--- config.mk ---
export PLATFORM = sky130hd
export DESIGN_NAME = div_unit_flat
export DESIGN_NICKNAME = d
export VERILOG_FILES = /design/src/rtl/div_unit_if.sv /design/src/rtl/div_unit.sv /design/src/flat_wrapper.sv
export SDC_FILE = /design/constraint.sdc
export NUM_CORES = 1
export LEC_CHECK = 0
export ABC_AREA = 1
export CAP_MARGIN = 20
export CORE_MARGIN = 10
export CORE_UTILIZATION = 40
export DETAILED_ROUTE_END_ITERATION = 10
export PLACE_DENSITY_LB_ADDON = 0.12
export SLEW_MARGIN = 20
export SYNTH_ARGS = -nofsm -noshare
export SYNTH_HDL_FRONTEND = slang
export SYNTH_SLANG_ARGS = --single-unit
export TNS_END_PERCENT = 100
--- constraint.sdc ---
create_clock -name clk -period 7.2 [get_ports clk]
set_clock_uncertainty 0.2 [all_clocks]
set_input_delay 1.44 -clock clk [delete_from_list [all_inputs] [get_ports clk]]
set_output_delay 1.44 -clock clk [all_outputs]
set_load 0.03 [all_outputs]
--- src/rtl/div_unit_if.sv ---
// rtl/div_unit_if.sv - request/result handshake between the control unit and the divider
interface div_unit_if #(
    parameter int WIDTH = 32
);
    logic             div_start;
    logic [WIDTH-1:0] dividend;
    logic [WIDTH-1:0] divisor;
    logic             busy;
    logic             done;
    logic             div_zero;
    logic [WIDTH-1:0] hi;
    logic [WIDTH-1:0] lo;

    modport master (
        output div_start, dividend, divisor,
        input  busy, done, div_zero, hi, lo
    );

    modport slave (
        input  div_start, dividend, divisor,
        output busy, done, div_zero, hi, lo
    );
endinterface

--- src/rtl/div_unit.sv ---
// rtl/div_unit.sv - multi-cycle signed restoring divider, hi=remainder lo=quotient
module div_unit #(
    parameter int WIDTH = 32,
    parameter int CNT_W = 6
) (
    input  logic       clk,
    input  logic       reset,
    div_unit_if.slave  bus
);
    typedef enum logic [1:0] {
        IDLE = 2'd0,
        CALC = 2'd1,
        FIX  = 2'd2
    } state_t;

    state_t           r_state;
    state_t           w_state_nxt;
    logic             r_busy;
    logic             r_done;
    logic             r_div_zero;
    logic [WIDTH-1:0] r_hi;
    logic [WIDTH-1:0] r_lo;
    logic [WIDTH:0]   r_rem;
    logic [WIDTH-1:0] r_quo;
    logic [WIDTH-1:0] r_dvs;
    logic             r_sign_q;
    logic             r_sign_r;
    logic [CNT_W-1:0] r_cnt;

    logic [WIDTH-1:0] w_dvd_mag;
    logic [WIDTH-1:0] w_dvs_mag;
    logic             w_dvs_zero;
    logic             w_last_step;
    logic [WIDTH+1:0] w_shift;
    logic [WIDTH+1:0] w_trial;
    logic             w_borrow;

    // Plain unsigned negate: the most negative value maps onto itself, which the
    // unsigned quotient path handles correctly.
    assign w_dvd_mag   = bus.dividend[WIDTH-1] ? (~bus.dividend + WIDTH'(1)) : bus.dividend;
    assign w_dvs_mag   = bus.divisor[WIDTH-1]  ? (~bus.divisor  + WIDTH'(1)) : bus.divisor;
    assign w_dvs_zero  = (bus.divisor == '0);
    assign w_last_step = (r_cnt == CNT_W'(WIDTH - 1));

    assign w_shift  = {r_rem, r_quo[WIDTH-1]};
    assign w_trial  = w_shift - {2'b00, r_dvs};
    assign w_borrow = w_trial[WIDTH+1];

    always_ff @(posedge clk or posedge reset) begin
        if (reset) begin
            r_state <= IDLE;
        end else begin
            r_state <= w_state_nxt;
        end
    end

    always_comb begin
        w_state_nxt = r_state;
        case (r_state)
            IDLE: begin
                if (bus.div_start && !w_dvs_zero) begin
                    w_state_nxt = CALC;
                end
            end
            CALC: begin
                if (w_last_step) begin
                    w_state_nxt = FIX;
                end
            end
            FIX:     w_state_nxt = IDLE;
            default: w_state_nxt = IDLE;
        endcase
    end

    always_ff @(posedge clk or posedge reset) begin
        if (reset) begin
            r_busy     <= 1'b0;
            r_done     <= 1'b0;
            r_div_zero <= 1'b0;
            r_hi       <= '0;
            r_lo       <= '0;
            r_rem      <= '0;
            r_quo      <= '0;
            r_dvs      <= '0;
            r_sign_q   <= 1'b0;
            r_sign_r   <= 1'b0;
            r_cnt      <= '0;
        end else begin
            r_done     <= 1'b0;
            r_div_zero <= 1'b0;
            case (r_state)
                IDLE: begin
                    if (bus.div_start) begin
                        if (w_dvs_zero) begin
                            r_done     <= 1'b1;
                            r_div_zero <= 1'b1;
                        end else begin
                            r_quo    <= w_dvd_mag;
                            r_dvs    <= w_dvs_mag;
                            r_rem    <= '0;
                            r_sign_q <= bus.dividend[WIDTH-1] ^ bus.divisor[WIDTH-1];
                            r_sign_r <= bus.dividend[WIDTH-1];
                            r_cnt    <= '0;
                            r_busy   <= 1'b1;
                        end
                    end
                end
                CALC: begin
                    if (w_borrow) begin
                        r_rem <= w_shift[WIDTH:0];
                        r_quo <= {r_quo[WIDTH-2:0], 1'b0};
                    end else begin
                        r_rem <= w_trial[WIDTH:0];
                        r_quo <= {r_quo[WIDTH-2:0], 1'b1};
                    end
                    r_cnt <= r_cnt + CNT_W'(1);
                end
                FIX: begin
                    r_lo   <= r_sign_q ? (~r_quo + WIDTH'(1)) : r_quo;
                    r_hi   <= r_sign_r ? (~r_rem[WIDTH-1:0] + WIDTH'(1)) : r_rem[WIDTH-1:0];
                    r_done <= 1'b1;
                    r_busy <= 1'b0;
                end
                default: ;
            endcase
        end
    end

    assign bus.busy     = r_busy;
    assign bus.done     = r_done;
    assign bus.div_zero = r_div_zero;
    assign bus.hi       = r_hi;
    assign bus.lo       = r_lo;
endmodule

--- src/flat_wrapper.sv ---
// flat-port wrapper written by rule: the top's interface ports become plain ports
module div_unit_flat 
#(
    parameter int WIDTH = 32,
    parameter int CNT_W = 6
)
  (clk, reset, bus_div_start, bus_dividend, bus_divisor, bus_busy, bus_done, bus_div_zero, bus_hi, bus_lo);
  div_unit_if #(.WIDTH(WIDTH)) bus_i ();
  input  logic clk;
  input  logic reset;
  input wire logic [$bits(bus_i.div_start)-1:0] bus_div_start;
  input wire logic [$bits(bus_i.dividend)-1:0] bus_dividend;
  input wire logic [$bits(bus_i.divisor)-1:0] bus_divisor;
  output wire logic [$bits(bus_i.busy)-1:0] bus_busy;
  output wire logic [$bits(bus_i.done)-1:0] bus_done;
  output wire logic [$bits(bus_i.div_zero)-1:0] bus_div_zero;
  output wire logic [$bits(bus_i.hi)-1:0] bus_hi;
  output wire logic [$bits(bus_i.lo)-1:0] bus_lo;
  assign bus_i.div_start = bus_div_start;
  assign bus_i.dividend = bus_dividend;
  assign bus_i.divisor = bus_divisor;
  assign bus_busy = bus_i.busy;
  assign bus_done = bus_i.done;
  assign bus_div_zero = bus_i.div_zero;
  assign bus_hi = bus_i.hi;
  assign bus_lo = bus_i.lo;
  div_unit #(.WIDTH(WIDTH), .CNT_W(CNT_W)) u_core (.clk(clk), .reset(reset), .bus(bus_i));
endmodule
# Word-level counts from Yosys, hierarchy flattened
# Cells that the tools add are included.
[totals]
regBits = 174
in_bits = 67
output_inout_bits = 67
wordCells = 66
[op_classes]
add_sub_neg = 6
eq_ne = 7
muxes = 25
n_bitwise = 6
n_reduce_logical = 10
[ops]
columns = ["operator", "n"]
rows = [
  ["$mux W32", 6],
  ["$add A32 B1 Y32 const B", 4],
  ["$not A32 Y32", 4],
  ["$mux W33", 3],
  ["$pmux W33 S2", 1],
  ["$pmux W32 S2", 1],
  ["$sub A34 B32 Y34", 1],
  ["$logic_not A32 Y1", 1],
  ["$mux W6", 2],
  ["$pmux W6 S2", 1],
  ["$reduce_and A3 Y1", 3],
  ["$add A6 B1 Y6 const B", 1],
  ["$eq A6 B5 Y1 const B", 1],
  ["$mux W1", 6],
  ["$mux W2", 2],
  ["$ne A2 B1 Y1 const B", 2],
  ["$ne A2 B2 Y1 const B", 2],
  ["$pmux W1 S2", 2],
  ["$pmux W2 S2", 1],
  ["$reduce_bool A2 Y1", 2],
  ["$eq A2 B1 Y1 const B", 1],
  ["$eq A2 B2 Y1 const B", 1],
  ["$logic_not A2 Y1", 1],
  ["$reduce_and A2 Y1", 1],
  ["other kinds (4)", 4],
]

# Logic depth before layout (Yosys ltp)
[logic_depth]
ltp_word = 6
ltp_mapped = 17
depth_no_buf = 17

# Worst setup path after synthesis
# OpenSTA, ideal clock, no wires.
[synth_timing]
path_type = "input to register"
startpoint = "input port bus_divisor[0]"
endpoint = "register u_core.r_quo[6]"
setup_ps = 130
t_arrival_ps = 2755
required_ps = 6870
path_slack_ps = 4115
stages = 15
path_buffers = 2
path_cell_list = "inv_1 ha_1 nand2_1 nor2_2 nand2_2 inv_2 nand2_1 nor2_2 nor2_2 o21ai_4 inv_2 buf_6 buf_6 nand2_1 o21ai_1"
[synth_via]
elab_chain_cells = 3
[synth_rtl]
columns = ["item", "line", "source"]
rows = [
  ["start: declaration", "flat_wrapper.sv:13", "input wire logic [$bits(bus_i.divisor)-1:0] bus_divisor;"],
  ["$logic_not A32 Y1", "div_unit.sv:42", "assign w_dvs_zero = (bus.divisor == '0);"],
  ["$ne A2 B2 Y1 (no source line)", "n/a", ""],
  ["$reduce_and A3 Y1 (no source line)", "n/a", ""],
  ["end signal: assignment", "div_unit.sv:98", "r_quo <= w_dvd_mag;"],
  ["end signal: assignment", "div_unit.sv:111", "r_quo <= {r_quo[WIDTH-2:0], 1'b0};"],
  ["end signal: assignment", "div_unit.sv:114", "r_quo <= {r_quo[WIDTH-2:0], 1'b1};"],
  ["end: declaration", "div_unit.sv:24", "logic [WIDTH-1:0] r_quo;"],
]
# No other way between the ends.
# A chain may end at the register's enable or synchronous reset.

# Worst setup path in the final report
[layout_timing]
startpoint = "input port bus_divisor[31]"
endpoint = "register u_core.r_quo[1]"
# The elaborated chain is that of the path after synthesis.

==> results.cfg <==
[status]
outcome = finished clean

[die]
die_h_um = 203
io_pins = 134
start_util_pct = 40.3
die_x_um = 203
coreArea_um2 = 33400
fp-row-count = 67
die_area_um2 = 41300

[synth]
synth_compound_area_share_pct = 9.74
synth_warnings = 0
synth_edf_count = 0
seq_area_frac_synth_pct = 32.4
synthAdderAreaFrac_pct = 3.60
synth_top_family_by_area = simple AND/OR/NAND/NOR gates
synth-main-ff-cell = dfrtp_1
synth_nets = 2198
ys_seq_elements = 174
synth-simple-area-share_pct = 37.8
syn_inst = 2093
synth_xor_area_share_pct = 5.48
muxShareOfSynthArea_pct = 0
syn_area_um2 = 13400
synthArstFlopShare_pct = 100
syn_avg_cell_area_um2 = 6.42
synth_cell_type_count = 45

[worst_setup_path]
startpoint_type = input port
end_kind = flip-flop
r2r_start = u_core.r_rem[6]
cp-endpoint = u_core.r_quo[1]
r2r-end = u_core.r_rem[21]
worstPathRequired_ns = 7.32
cp-startpoint = bus_divisor[31]
worstPathArrival_ns = 4.46
r2r_slack_ns = 4.03
path_max_fanout = 57
worst-setup-path-type = input port to flip-flop
reg2regPathDepth = 14

[clock_network]
cts_tree = done
ctsResizeCount = 0
postCtsSetupBuffers = 0
numCtsBuffers = 17
cts_buffer_depth = 2
clkLatencyLatePin_ns = 0.46
clock_sinks = 174
cts_hold_buf = 0
clockRootBuffer = clkbuf_16
clk_pin_slew_ns = 0.07
h-tree-depth = 4

[route]
dr_wl_met2_um = 16700
wl_met1_um = 23000
wl_um = 42800
wire_per_inst_um = 16.2
drtIter0Drc = 966
routed.top_layer = met4
via_per_inst = 5.01
ant_nets = 0
route.detailed.drc = 0
dr.pass1.iters = 5
dr_wl_met3_um = 2580
vias = 13300

[pwr]
p_leak_nw = 7.81
switchingPower_mw = 4.14
comb_power_share_pct = 63.4
powerDensity_nw_per_um2 = 494
switching_share_pct = 53.6
clkPwrFrac_pct = 12.0
ir_worst_vdd_v = 0.000250
p_int_mw = 3.58
seqPwrFrac_pct = 24.6

[global_route]
grt_max_degree = 81
grt_pass1_vias = 12400
grt.overflow.total = 0
grt_antenna_before_repair = 0
grt_pass1_wl_um = 68600
grt_util_all_layers_pct = 20.6

[sta]
period_share_pct = 60.4
final-hold-violation-count = 0
slew_violations = 0
fin_crit_ns = 4.35
tightest_slew_ns = 0.939
max_freq_mhz = 230
setup_viol = 0
slew_headroom_pct = 37.3
setup_slack_ns = 2.85
tns_ns = 0
rsz0062_at_grt = no

[layout]
fill_cells = 3623
most-common-layout-cells = 644 x nand2_1, 296 x inv_1, 242 x nand3_1
drive_gt1_share_pct = 4.09
fin_nets = 2291
mostFrequentLayoutCell = nand2_1
synthToLayoutAreaGrowth_pct = 16.5
diodes = 0

[min_path]
hold_path.class = flip-flop to flip-flop
min_from = u_core.bus.hi[27]

[flow_run]
drv_cap = 0

[place]
gp_congestion = 0.903
dp_hpwl_um = 34000
dpl_worst_slack_ns = 2.42
port_buffers = 133
[state kept, by name, summed over array words and instances (netlist names)]
register and flops:
u_core.bus.hi 32, u_core.r_dvs 32, u_core.r_cnt 6, u_core.r_sign_q 1
u_core.r_rem 33, u_core.r_state 2, u_core.bus.busy 1, u_core.r_quo 32
u_core.bus.done 1, u_core.bus.div_zero 1, u_core.bus.lo 32, u_core.r_sign_r 1
[metal layers]
| metal | vias to the layer above | GRT usage (%) |
|---|---|---|
| met1 | 6020 | 32.7 |
| li1 | 6853 | - |
| met2 | 369 | 28.0 |
| met4 | 0 | 4.37 |
| met5 | - | 0 |
| met3 | 27 | 3.30 |
[critical path, cell delays in order]
cell and delay [ns]:
clkdlybuf4s50_1 0.80, nor3_1 0.33, nand3_1 0.14, nor2_2 0.13, nor2_2 0.06, o21ai_4 0.10
buf_4 0.51, inv_2 0.54, o211ai_1 0.28, o21ai_2 0.08
[through the flow]
stage                     power (mW)  instances  utilization (%)  hold WS [ns]  area (um2)
after floorplan                 5.35       2093                -         0.231       13400
after global placement          6.70       2615             45.2         0.255       15100
after detailed placement        6.77       2615             45.2         0.265       15100
after CTS                       7.72       2647             46.9         0.283       15600
after global routing            8.51       2647             46.9         0.297       15600
final                           7.73       2647             46.9         0.280       15600
[synth_stat cells, types with 3 or more instances]
cell type,count,area [um2]
nor3_1,33,165
nand2_2,10,62.6
inv_1,297,1110
o22ai_1,7,43.8
a21oi_1,51,255
o21ai_0,115,576
buf_2,19,95.1
dfrtp_1,174,4350
xor2_1,65,569
ha_1,37,463
nand4_1,24,150
inv_2,3,11.3
and2_1,9,56.3
buf_6,5,56.3
nor2_2,7,43.8
nand2_1,644,2420
nand3b_1,12,90.1
xnor2_1,19,166
clkbuf_1,36,135
nand3_1,242,1210
o31ai_1,3,22.5
or2_2,3,18.8
o21ai_2,11,96.3
nor2_1,196,736
o21ai_1,13,65.1
buf_4,5,37.5
buf_1,4,15.0
o211ai_1,5,37.5
nand3_2,3,30.0
a31oi_1,20,125
[power by group through the flow]
stage               clock network, mW  logic, mW  registers (mW)
CTS                             0.943       4.89            1.89
detailed placement                  0       4.87            1.90
finish                          0.927       4.90            1.90
global placement                    0       4.81            1.89
floorplan                           0       3.43            1.91
global route                    0.983       5.57            1.95
[logic make-up (layout without fill, tap and decap cells)]
kind of cell | after synthesis | after routing
and+or+nand+nor | 1193 | 1193
buffers and inverters | 371 | 477
AOI/OAI and AO/OA | 233 | 233
DFF | 174 | 174
xor gates and xnor gates | 84 | 84
adders and majority gates | 38 | 38
[layout make-up]
| type | count | area (um2) | area share [%] |
|---|---|---|---|
| tap | 448 | 561 | 3.58 |
| clock buffer | 18 | 439 | 2.81 |
| timing repair buffer | 143 | 1410 | 8.99 |
| clock inverter | 14 | 133 | 0.848 |
| multi-input combinational | 1548 | 7620 | 48.7 |
| inverter | 302 | 1140 | 7.28 |
| sequential | 174 | 4350 | 27.8 |
[worst min path at each step]
stage	endpoint	slack (ns)	depth (start not counted)
after detailed placement	u_core.bus.lo[31]	0.27	2
after global routing	u_core.bus.lo[11]	0.30	2
after global placement	u_core.r_state[1]	0.26	1
after CTS	u_core.r_state[1]	0.28	1
final	u_core.bus.hi[27]	0.28	2
after floorplan	u_core.r_state[1]	0.23	1
Note: power is estimated with default switching activity, not from simulation.
==> patch, RTL diff (config.mk and constraints unchanged) <==
Compare `r_cnt` against `CNT_W'(WIDTH - 1)` with >= in place of ==.
--- a/src/rtl/div_unit.sv
+++ b/src/rtl/div_unit.sv
@@ -40,7 +40,7 @@
     assign w_dvd_mag   = bus.dividend[WIDTH-1] ? (~bus.dividend + WIDTH'(1)) : bus.dividend;
     assign w_dvs_mag   = bus.divisor[WIDTH-1]  ? (~bus.divisor  + WIDTH'(1)) : bus.divisor;
     assign w_dvs_zero  = (bus.divisor == '0);
-    assign w_last_step = (r_cnt == CNT_W'(WIDTH - 1));
+    assign w_last_step = (r_cnt >= CNT_W'(WIDTH - 1));
 
     assign w_shift  = {r_rem, r_quo[WIDTH-1]};
     assign w_trial  = w_shift - {2'b00, r_dvs};
Behaviour: no difference found for any inputs over 4 cycles, from zero or initial values and one cycle with reset high; that may be too few to reach the edited logic, so the function may still have changed.
==> patch against the unedited design <==
  * Wire length increased by 0.83%
  * Final area increased by 1.2%
  * Die area rose by 1.1%
  * Power rose by 11%
  * Count of clock-buffer cells in the layout is the same
  * Area after synthesis is 1.2% higher
  * First-iteration DRC count fell by 11%
  * Via count is 2.0% lower
  * Sequential cell count unchanged
  * Hold slack got worse by 0.0076 ns
  * Setup slack got worse by 0.054 ns
==> patch: results (changes against the unedited design) <==
| Metric | Value |
|---|---|
| R2r startpoint | u_core.r_rem[5]$_DFFE_PP0P_ |
| Comb group | 5.63 mW (+15%) |
| Adder-cell area share of the yosys netlist | 3.55% (-0.044 points) |
| Crit path arrival time | 4.52 ns (+0.06 ns) |
| First-pass GRT wire length | 69,200 um (+0.84%) |
| GRT Util Overall | 20.8% (+0.17 points) |
| Sequential cell area fraction in the yosys report | 32.0% (-0.40 points) |
| Post-synth top cells | nand2_1 (651), inv_1 (264), nand3_1 (203), nor2_1 (189), dfrtp_1 (174) |
| Via density | 4.96 (-1.1%) |
| Hold Path Origin | u_core.r_cnt[5]$_DFFE_PP0P_ |
| Synth Net Count | 2,175 (-1.0%) |
| Worst hold slack | 0.272 ns (-0.00765 ns) |
| Mean Syn Cell Area | 6.57 um^2 (+2.4%) |
| Total wire length | 43,200 um (+0.83%) |
| DPL Wire Length | 34,100 um (+0.16%) |
| Vias in the first global route | 12.7k (+3.0%) |
| Worst Setup Slack, final | 2.80 ns (-0.0544 ns) |
| Routability cong. | 0.934 (+3.4%) |
| Post-synthesis xor/xnor area fraction | 5.41% (-0.068 points) |
| Outcome | finished, final reports clean |
| Placed cells | 2,589 (-0.99%) |
| Non-Filler Instances | 2,621 (-0.98%) |
| Worst slew pin tran | 0.996 ns (+0.0569 ns) |
| Reg-to-reg setup timing slack | 4.24 ns (+0.21 ns) |
| Largest net degree at the start of global routing | 92 (+14%) |
| Clock share of power | 11.7% (-0.3 points) |
| Nets | 2,265 (-1.1%) |
| Worst-case vdd ir drop | 0.255 mV (+2.0%) |
| Place WS | 2.36 ns (-0.0590 ns) |
| Clk power | 1.01 mW (+9%) |
| Share of cells above drive strength 1 | 6.53% (+2.4 points) |
| RR Endpoint | u_core.r_rem[26]$_DFFE_PP0P_ |
## patch: cell count changes after synthesis, moves of 5 or more
| cell | unedited run | this run |
|---|---|---|
| inv_1 | 297 | 264 |
| o21ai_0 | 115 | 131 |
| nand3_1 | 242 | 203 |
| inv_2 | 3 | 16 |
| a31oi_1 | 20 | 12 |
| a21oi_1 | 51 | 41 |
| nor2_4 | 0 | 6 |
| nor2_1 | 196 | 189 |
| nand2_1 | 644 | 651 |
| nor3_1 | 33 | 26 |
| o21ai_2 | 11 | 0 |
| nor3_2 | 2 | 7 |
| nand2_4 | 0 | 5 |
| nand3_2 | 3 | 34 |
## patch: metal layers
layer  global-route usage, %  routed length (um)  up-vias
li1                        -                   -     6741
met1                    25.6               19300     5999
met2                    36.4               21400      217
met3                    3.19                1440       40
met4                    6.35                1030        0
met5                       0                   0        -
## patch: final cells by class
cell class	instances	area (um^2)
clock inverter	14	181
multi-input combinational	1545	7840
inverter	280	1060
timing repair buffer	142	1400
fill	3527	17700
sequential	174	4350
tap	448	561
clock buffer	18	439
## patch: worst max-delay path, cell delays in order
cell             delay [ns]
clkdlybuf4s50_1        0.79
nor4_1                 0.58
nand3_1                0.15
nor2_1                 0.14
nor2_2                 0.07
nand2_2                0.69
inv_1                  0.36
o211ai_1               0.17
o21ai_0                0.12
## patch: worst max path at each step
stage | start | end
after global placement | bus_divisor[31] | u_core.r_dvs[1]$_DFFE_PP0P_
after CTS | bus_divisor[31] | u_core.r_dvs[18]$_DFFE_PP0P_
after floorplan | reset | u_core.bus.busy$_DFFE_PP0P_
final | bus_divisor[31] | u_core.r_dvs[1]$_DFFE_PP0P_
after detailed placement | bus_divisor[31] | u_core.r_dvs[18]$_DFFE_PP0P_
after global routing | bus_divisor[31] | u_core.r_dvs[1]$_DFFE_PP0P_
